## config.mk

```make
export PLATFORM = sky130hd
export DESIGN_NAME = ti_simon_seq_ctrl
export DESIGN_NICKNAME = d
export VERILOG_FILES = /design/src/rtl/ti_simon_seq_ctrl.sv
export SDC_FILE = /design/constraint.sdc
export NUM_CORES = 1
export LEC_CHECK = 0
export BUFFER_PORTS_ARGS = -buffer_cell sky130_fd_sc_hd__buf_4
export CELL_PAD_IN_SITES_DETAIL_PLACEMENT = 1
export CELL_PAD_IN_SITES_GLOBAL_PLACEMENT = 2
export CORE_MARGIN = 1
export CORE_UTILIZATION = 31
export DETAILED_ROUTE_END_ITERATION = 7
export PLACE_DENSITY = 0.84
export SLEW_MARGIN = 20
export SYNTH_ARGS = -nofsm -noshare
export SYNTH_HDL_FRONTEND = slang
export SYNTH_SLANG_ARGS = --single-unit
```

## constraint.sdc

```tcl
create_clock -name CLK -period 2.35 [get_ports CLK]
set_clock_uncertainty 0.2 [all_clocks]
set_input_delay 0.235 -clock CLK [delete_from_list [all_inputs] [get_ports CLK]]
set_output_delay 0.235 -clock CLK [all_outputs]
set_load 0.01 [all_outputs]
```

## src/rtl/ti_simon_seq_ctrl.sv

```systemverilog
`default_nettype none
// ============================================================================
// ti_simon_seq_ctrl : bit-serial round/bit sequencer for a masked Simon128/128
// Rev 1.0
// ============================================================================
module ti_simon_seq_ctrl #(
    parameter int ROUNDS = 68,
    parameter int WORD   = 64
) (
    input  logic       CLK,
    input  logic       RSTn,
    input  logic       EN,
    input  logic       Drdy,
    output logic       BSY,
    output logic       Dvld,
    output logic       Trig,
    output logic       Ld,
    output logic       ShEn,
    output logic [5:0] BitIdx,
    output logic [6:0] Rnd,
    output logic       RndLast,
    output logic       KcBit
);

    localparam logic [61:0] Z2       = 62'b10101111011100000011010010011000101000010001111110010110110011;
    localparam logic [5:0]  BIT_LAST = 6'(WORD - 1);
    localparam logic [6:0]  RND_LAST = 7'(ROUNDS - 1);
    localparam logic [5:0]  Z_LAST   = 6'd61;

    typedef enum logic [1:0] {
        IDLE = 2'd0,
        LOAD = 2'd1,
        RUN  = 2'd2,
        DONE = 2'd3
    } state_t;

    state_t     state_q, state_d;
    logic [5:0] bit_q, bit_d;
    logic [6:0] rnd_q, rnd_d;
    logic [5:0] zidx_q, zidx_d;

    logic shift;
    logic bit_wrap;

    assign shift    = (state_q == RUN) && EN;
    assign bit_wrap = (bit_q == BIT_LAST);

    always_ff @(posedge CLK or negedge RSTn) begin
        if (!RSTn) begin
            state_q <= IDLE;
            bit_q   <= '0;
            rnd_q   <= '0;
            zidx_q  <= '0;
        end else begin
            state_q <= state_d;
            bit_q   <= bit_d;
            rnd_q   <= rnd_d;
            zidx_q  <= zidx_d;
        end
    end

    always_comb begin
        state_d = state_q;
        bit_d   = bit_q;
        rnd_d   = rnd_q;
        zidx_d  = zidx_q;
        case (state_q)
            IDLE: begin
                if (Drdy && EN) begin
                    state_d = LOAD;
                end
            end
            LOAD: begin
                state_d = RUN;
                bit_d   = '0;
                rnd_d   = '0;
                zidx_d  = '0;
            end
            RUN: begin
                if (shift) begin
                    if (!bit_wrap) begin
                        bit_d = bit_q + 6'd1;
                    end else if (rnd_q == RND_LAST) begin
                        // Counters return to zero here so IDLE always reads 0/0.
                        state_d = DONE;
                        bit_d   = '0;
                        rnd_d   = '0;
                        zidx_d  = '0;
                    end else begin
                        bit_d  = '0;
                        rnd_d  = rnd_q + 7'd1;
                        zidx_d = (zidx_q == Z_LAST) ? 6'd0 : zidx_q + 6'd1;
                    end
                end
            end
            DONE: begin
                state_d = IDLE;
            end
            default: begin
                state_d = IDLE;
            end
        endcase
    end

    assign BSY     = (state_q != IDLE);
    assign Ld      = (state_q == LOAD);
    assign Dvld    = (state_q == DONE);
    assign Trig    = (state_q == RUN) && (rnd_q == 7'd0);
    assign ShEn    = shift;
    assign RndLast = shift && bit_wrap;
    assign BitIdx  = bit_q;
    assign Rnd     = rnd_q;

    // Round constant c XOR z2: c = 2^64-4 gives bit0 = 0, bit1 = 0, upper bits 1.
    always_comb begin
        if (bit_q == 6'd0) begin
            KcBit = Z2[Z_LAST - zidx_q];
        end else if (bit_q == 6'd1) begin
            KcBit = 1'b0;
        end else begin
            KcBit = 1'b1;
        end
    end

endmodule
`default_nettype wire
```

## Word level (Yosys, flattened, before mapping)

Memories as Yosys holds them, arrays and structs flattened.
Cells that the tools add are included.

- Input bits: 4
- Output and inout bits: 20
- ROM bits: 64
- Flip-flop bits (word level): 21
- Memories kept: 1

- Order comparisons: 1
- Eq/ne operators: 11
- $add $sub $neg: 4
- Mux-type cells: 20
- Reductions and logical operators: 12

Memories:

| memory | depth | width | rd ports | clocked after Yosys merged registers in | wr ports | RTL line | source |
|---|---|---|---|---|---|---|---|
| (name not given) | 64 | 1 | 1 | 0 | 0 | 117 | `KcBit = Z2[Z_LAST - zidx_q];` |

Operators by type and width:

| kind | number |
|---|---|
| two-way mux 6 bit | 6 |
| case mux 6 bit (2 select lines) | 2 |
| two-way mux 7 bit | 3 |
| case mux 7 bit (2 select lines) | 1 |
| adder 6 x 1 -> 6 bit, second input constant | 2 |
| equality test 6 bit, second input constant | 2 |
| two-way mux 2 bit | 4 |
| case mux 2 bit (4 select lines) | 1 |
| adder 7 x 1 -> 7 bit, second input constant | 1 |
| equality test 7 bit, second input constant | 1 |
| zero test 7 bit | 1 |
| < comparator 6 x 7 -> 1 bit, second input constant | 1 |
| equality test 6 x 1 -> 1 bit, second input constant | 1 |
| zero test 6 bit | 1 |
| != test 2 bit, second input constant | 3 |
| subtractor 6 bit, first input constant | 1 |
| equality test 2 bit, second input constant | 2 |
| logical AND 1 bit | 4 |
| AND reduction 4 bit | 1 |
| nonzero test 2 bit | 2 |
| two-way mux 1 bit | 3 |
| AND reduction 3 bit | 1 |
| equality test 2 x 1 -> 1 bit, second input constant | 1 |
| zero test 2 bit | 1 |
| 2 further kinds | 2 |

## Depth between registers and ports, before layout

- Word-level depth: 6
- Depth in mapped cells: 8

## Worst setup path before layout

No wires, ideal clock.

- Kind: register to output
- From: reg zidx_q[1]
- To: out KcBit
- Buffers on the path: 0
- Setup slack: -0.082 ns
- Arrival time: 1.997 ns
- Stages on the path, launching flop included: 8
- Cell sequence: dfrtp_1 > inv_1 > ha_1 > inv_1 > mux4_2 > mux2i_1 > o32ai_1 > a31oi_1

- Cells in the longest elaborated chain, start to end: 4

RTL lines:

| item | RTL line | source |
|---|---|---|
| start, declared | 40 | `logic [5:0] zidx_q, zidx_d;` |
| start signal, assigned | 58 | `zidx_q <= zidx_d;` |
| subtractor 6 bit | 117 |  |
| memory (64 x 1 bit) | -- |  |
| two-way mux 1 bit (not written as such) | 117 |  |
| two-way mux 1 bit | 116 | `if (bit_q == 6'd0) begin` |
| end, declared | 22 | `output logic KcBit` |

Every way passes these cells. The select of a mux whose other input is x is not followed.

## Worst setup path in the final report

Ends and elaborated chain as after synthesis.

==> metrics.txt <==
status finished, violations left; failing checks negative setup slack; Fin. Hold Viols 0; final setup fails 1; Min-Delay Path Class primary input to flop; layout cells sized above 1 31.1%; Final HPWL DP 3010 um; # IOs 24; drt first pass iters 4; root buf cell clkbuf_8; dpl cells 279; Synthesized Nets 193; first-pass GRT wire length 6610 um; RePlAce Congestion 0.749; htree depth 1; post-route clock period utilization 106%; area added between synthesis and finish 35.5%; global-route usage over all layers 16.1%; CP required 1910 ps; vias in the first global route 1376; CTS tree done; sequential-to-total area share from yosys stat 34.3%; Mapped Area 0.00153 sq mm; initial antenna violation count 0; # diodes 0; Critical Path Max Stage Delay 480 ps; top post-synthesis cells by area dfrtp_1 (34%), ha_1 (16%), o21ai_0 (5.2%); max_cap viols 0; synthesized area per cell 9.00 sq um; FMAX 400 MHz; Initial DRC Count 23; Initial Utilization 32.4%; Seq pwr share 25.7%; Top FF cell, synth dfrtp_1; die area 0.00522 sq mm; post-synth cell types 41; Internal 1.16 mW; R2R Setup Slk 30 ps; Filler cells 560; synthesized flop and latch total 21; critical setup path kind flop to primary output; sw power 0.857 mW; Gate Count Post-Synth 170; EDFF count, synth 0; fin. max-slew vios 0; Die Y 72.3 um; Overflow after GRT 0; Place WS -18.0 ps; Routed WL 3930 um; Avg WL per Cell 13.8 um; startpoint types flop; dpl cell area 0.00194 sq mm; Syn. warnings 0; Net Sw Frac 42.6%; Power Dens Cells 970 mW/mm^2; CTS max path bufs 2; Finished Layout Cells 286; top cell type's share of synthesized area 34.3%; final hold slack 91.9 ps; Yosys top cell by area dfrtp_1; Peak VDD IR 0.516 mV; ys async rst share 100%; cell area after layout 0.00207 sq mm; crit-path cells inv_2 -> ha_4 -> inv_4 -> mux4_2 -> mux2i_1 -> o32ai_1 -> a31oi_1 -> buf_4; crit-path max FO 3; vias 1396; Routed Antenna Nets 0; Tightest Pin Transition 334 ps; clk_lat worst skew 270 ps; number of remaining DRC errors 0; standard-cell rows 25; largest net degree at the start of global routing 22; critical path arrival 2070 ps; Finished Core Util 43.9%; Rel. slew slack 77.6%; Commonest cells post-synth dfrtp_1 (21), ha_1 (19), nand2_1 (18); Sink Count 21; Worst setup EP type primary output; mean number of vias per cell 4.88; count leader, synth dfrtp_1; Gate power share 61.8%; IO Port Bufs 23; DIE WIDTH 72.3 um; final net count 243; P_leak 1.01 nW; Tmin final 2500 ps; RSZ-0062 raised after global routing true; crit path max-delay cell type mux4_2; core area 0.00472 sq mm; clock network power share 12.5%; Final WS setup -152 ps; TritonCTS Buffers 3; Reg clk slew, reported paths 80 ps
## final timing paths
| path | from | end | cells past startpoint |
|---|---|---|---|
| worst max-delay path | zidx_q[1]$_DFFE_PN0P_ | KcBit | 8 |
| worst min-delay path | EN | BitIdx[4]$_DFFE_PN0P_ | 3 |
| max in group asynchronous | RSTn | zidx_q[2]$_DFFE_PN0P_ | 2 |
| min in group asynchronous | RSTn | BitIdx[3]$_DFFE_PN0P_ | 2 |
| worst max register to register | Rnd[5]$_DFFE_PN0P_ | state_q[1]$_DFFE_PN0P_ | 5 |
| worst min register to register | zidx_q[5]$_DFFE_PN0P_ | zidx_q[5]$_DFFE_PN0P_ | 1 |
## state kept, by name (all words and copies together), names as in the netlist
signal   flops
zidx_q       6
BitIdx       6
state_q      2
Rnd          7
## metal layers
layer | track usage (%) | routed length (um) | up-vias
met1 | 22.3 | 1960 | 677
met5 | 0 | 0 | -
li1 | - | - | 698
met2 | 26.7 | 1870 | 16
met3 | 1.67 | 69 | 5
met4 | 4.58 | 41 | 0
## power groups by stage
| stage | clock network, mW | registers [mW] | logic [mW] |
|---|---|---|---|
| after floorplan | 0 | 0.548 | 0.666 |
| after global placement | 0 | 0.526 | 1.14 |
| after detailed placement | 0 | 0.524 | 1.17 |
| after CTS | 0.256 | 0.517 | 1.22 |
| after global routing | 0.273 | 0.530 | 1.38 |
| final | 0.251 | 0.517 | 1.24 |
## logic make-up (layout without fill, tap and decap cells)
kind of cell | count (synthesis) | count (layout) | synth area share (%)
and+or+nand+nor | 62 | 62 | 19.7
AOI/OAI and AO/OA | 35 | 35 | 15.0
DFF | 21 | 21 | 34.3
adders and majority gates | 19 | 19 | 15.5
buffers and inverters | 18 | 67 | 4.42
muxes | 8 | 8 | 7.03
xor gates and xnor gates | 7 | 7 | 4.01
## through the flow
step,TNS [ps],total power [mW]
finish,-152,2.01
global route,-302,2.18
global placement,0,1.66
detailed placement,-18.0,1.69
CTS,-156,1.99
floorplan,-7.20,1.21
## cell type report
class                   instances  area, sq um  share of cell area (%)
well taps                      67         83.8                    4.04
flip-flops and latches         21          528                    25.5
multi-input cells             131          993                    47.9
inverters                      15         58.8                    2.84
clock buffers                   3         41.3                    1.99
clock inverters                 1         5.00                   0.241
repair buffers                 48          363                    17.5
## worst max-delay path: cells and delay by family (launching register included)
kind / cells / cell delay, ps
muxes: 2 / 610
buffers and inverters: 3 / 290
DFF: 1 / 440
AOI/OAI and AO/OA: 2 / 250
adders and majority gates: 1 / 210
## cell usage in the layout, fill, tap and decap left out, types with 2 or more instances in the layout
| cell type | instances |
|---|---|
| nor3_1 | 6 |
| a22o_1 | 2 |
| mux4_2 | 2 |
| and3_1 | 3 |
| ha_1 | 17 |
| xor2_1 | 5 |
| inv_1 | 13 |
| nand4_1 | 3 |
| nand3_1 | 12 |
| o21ai_0 | 16 |
| nor2_1 | 11 |
| nand2_1 | 18 |
| dfrtp_1 | 19 |
| buf_4 | 47 |
| o31ai_1 | 4 |
| o22ai_1 | 2 |
| dfrtp_2 | 2 |
| clkbuf_8 | 3 |
| mux2i_1 | 4 |
## what timing repair did
action                                  CTS  global route
endpoints found under the setup margin    1             2
setup buffers                             1             1
endpoints found under the hold margin    21             0
gates cloned                              0             0
hold buffers                              1             0
resized for setup                        10             3
pin swaps                                 1             3
(Power assumes the default switching activity.)
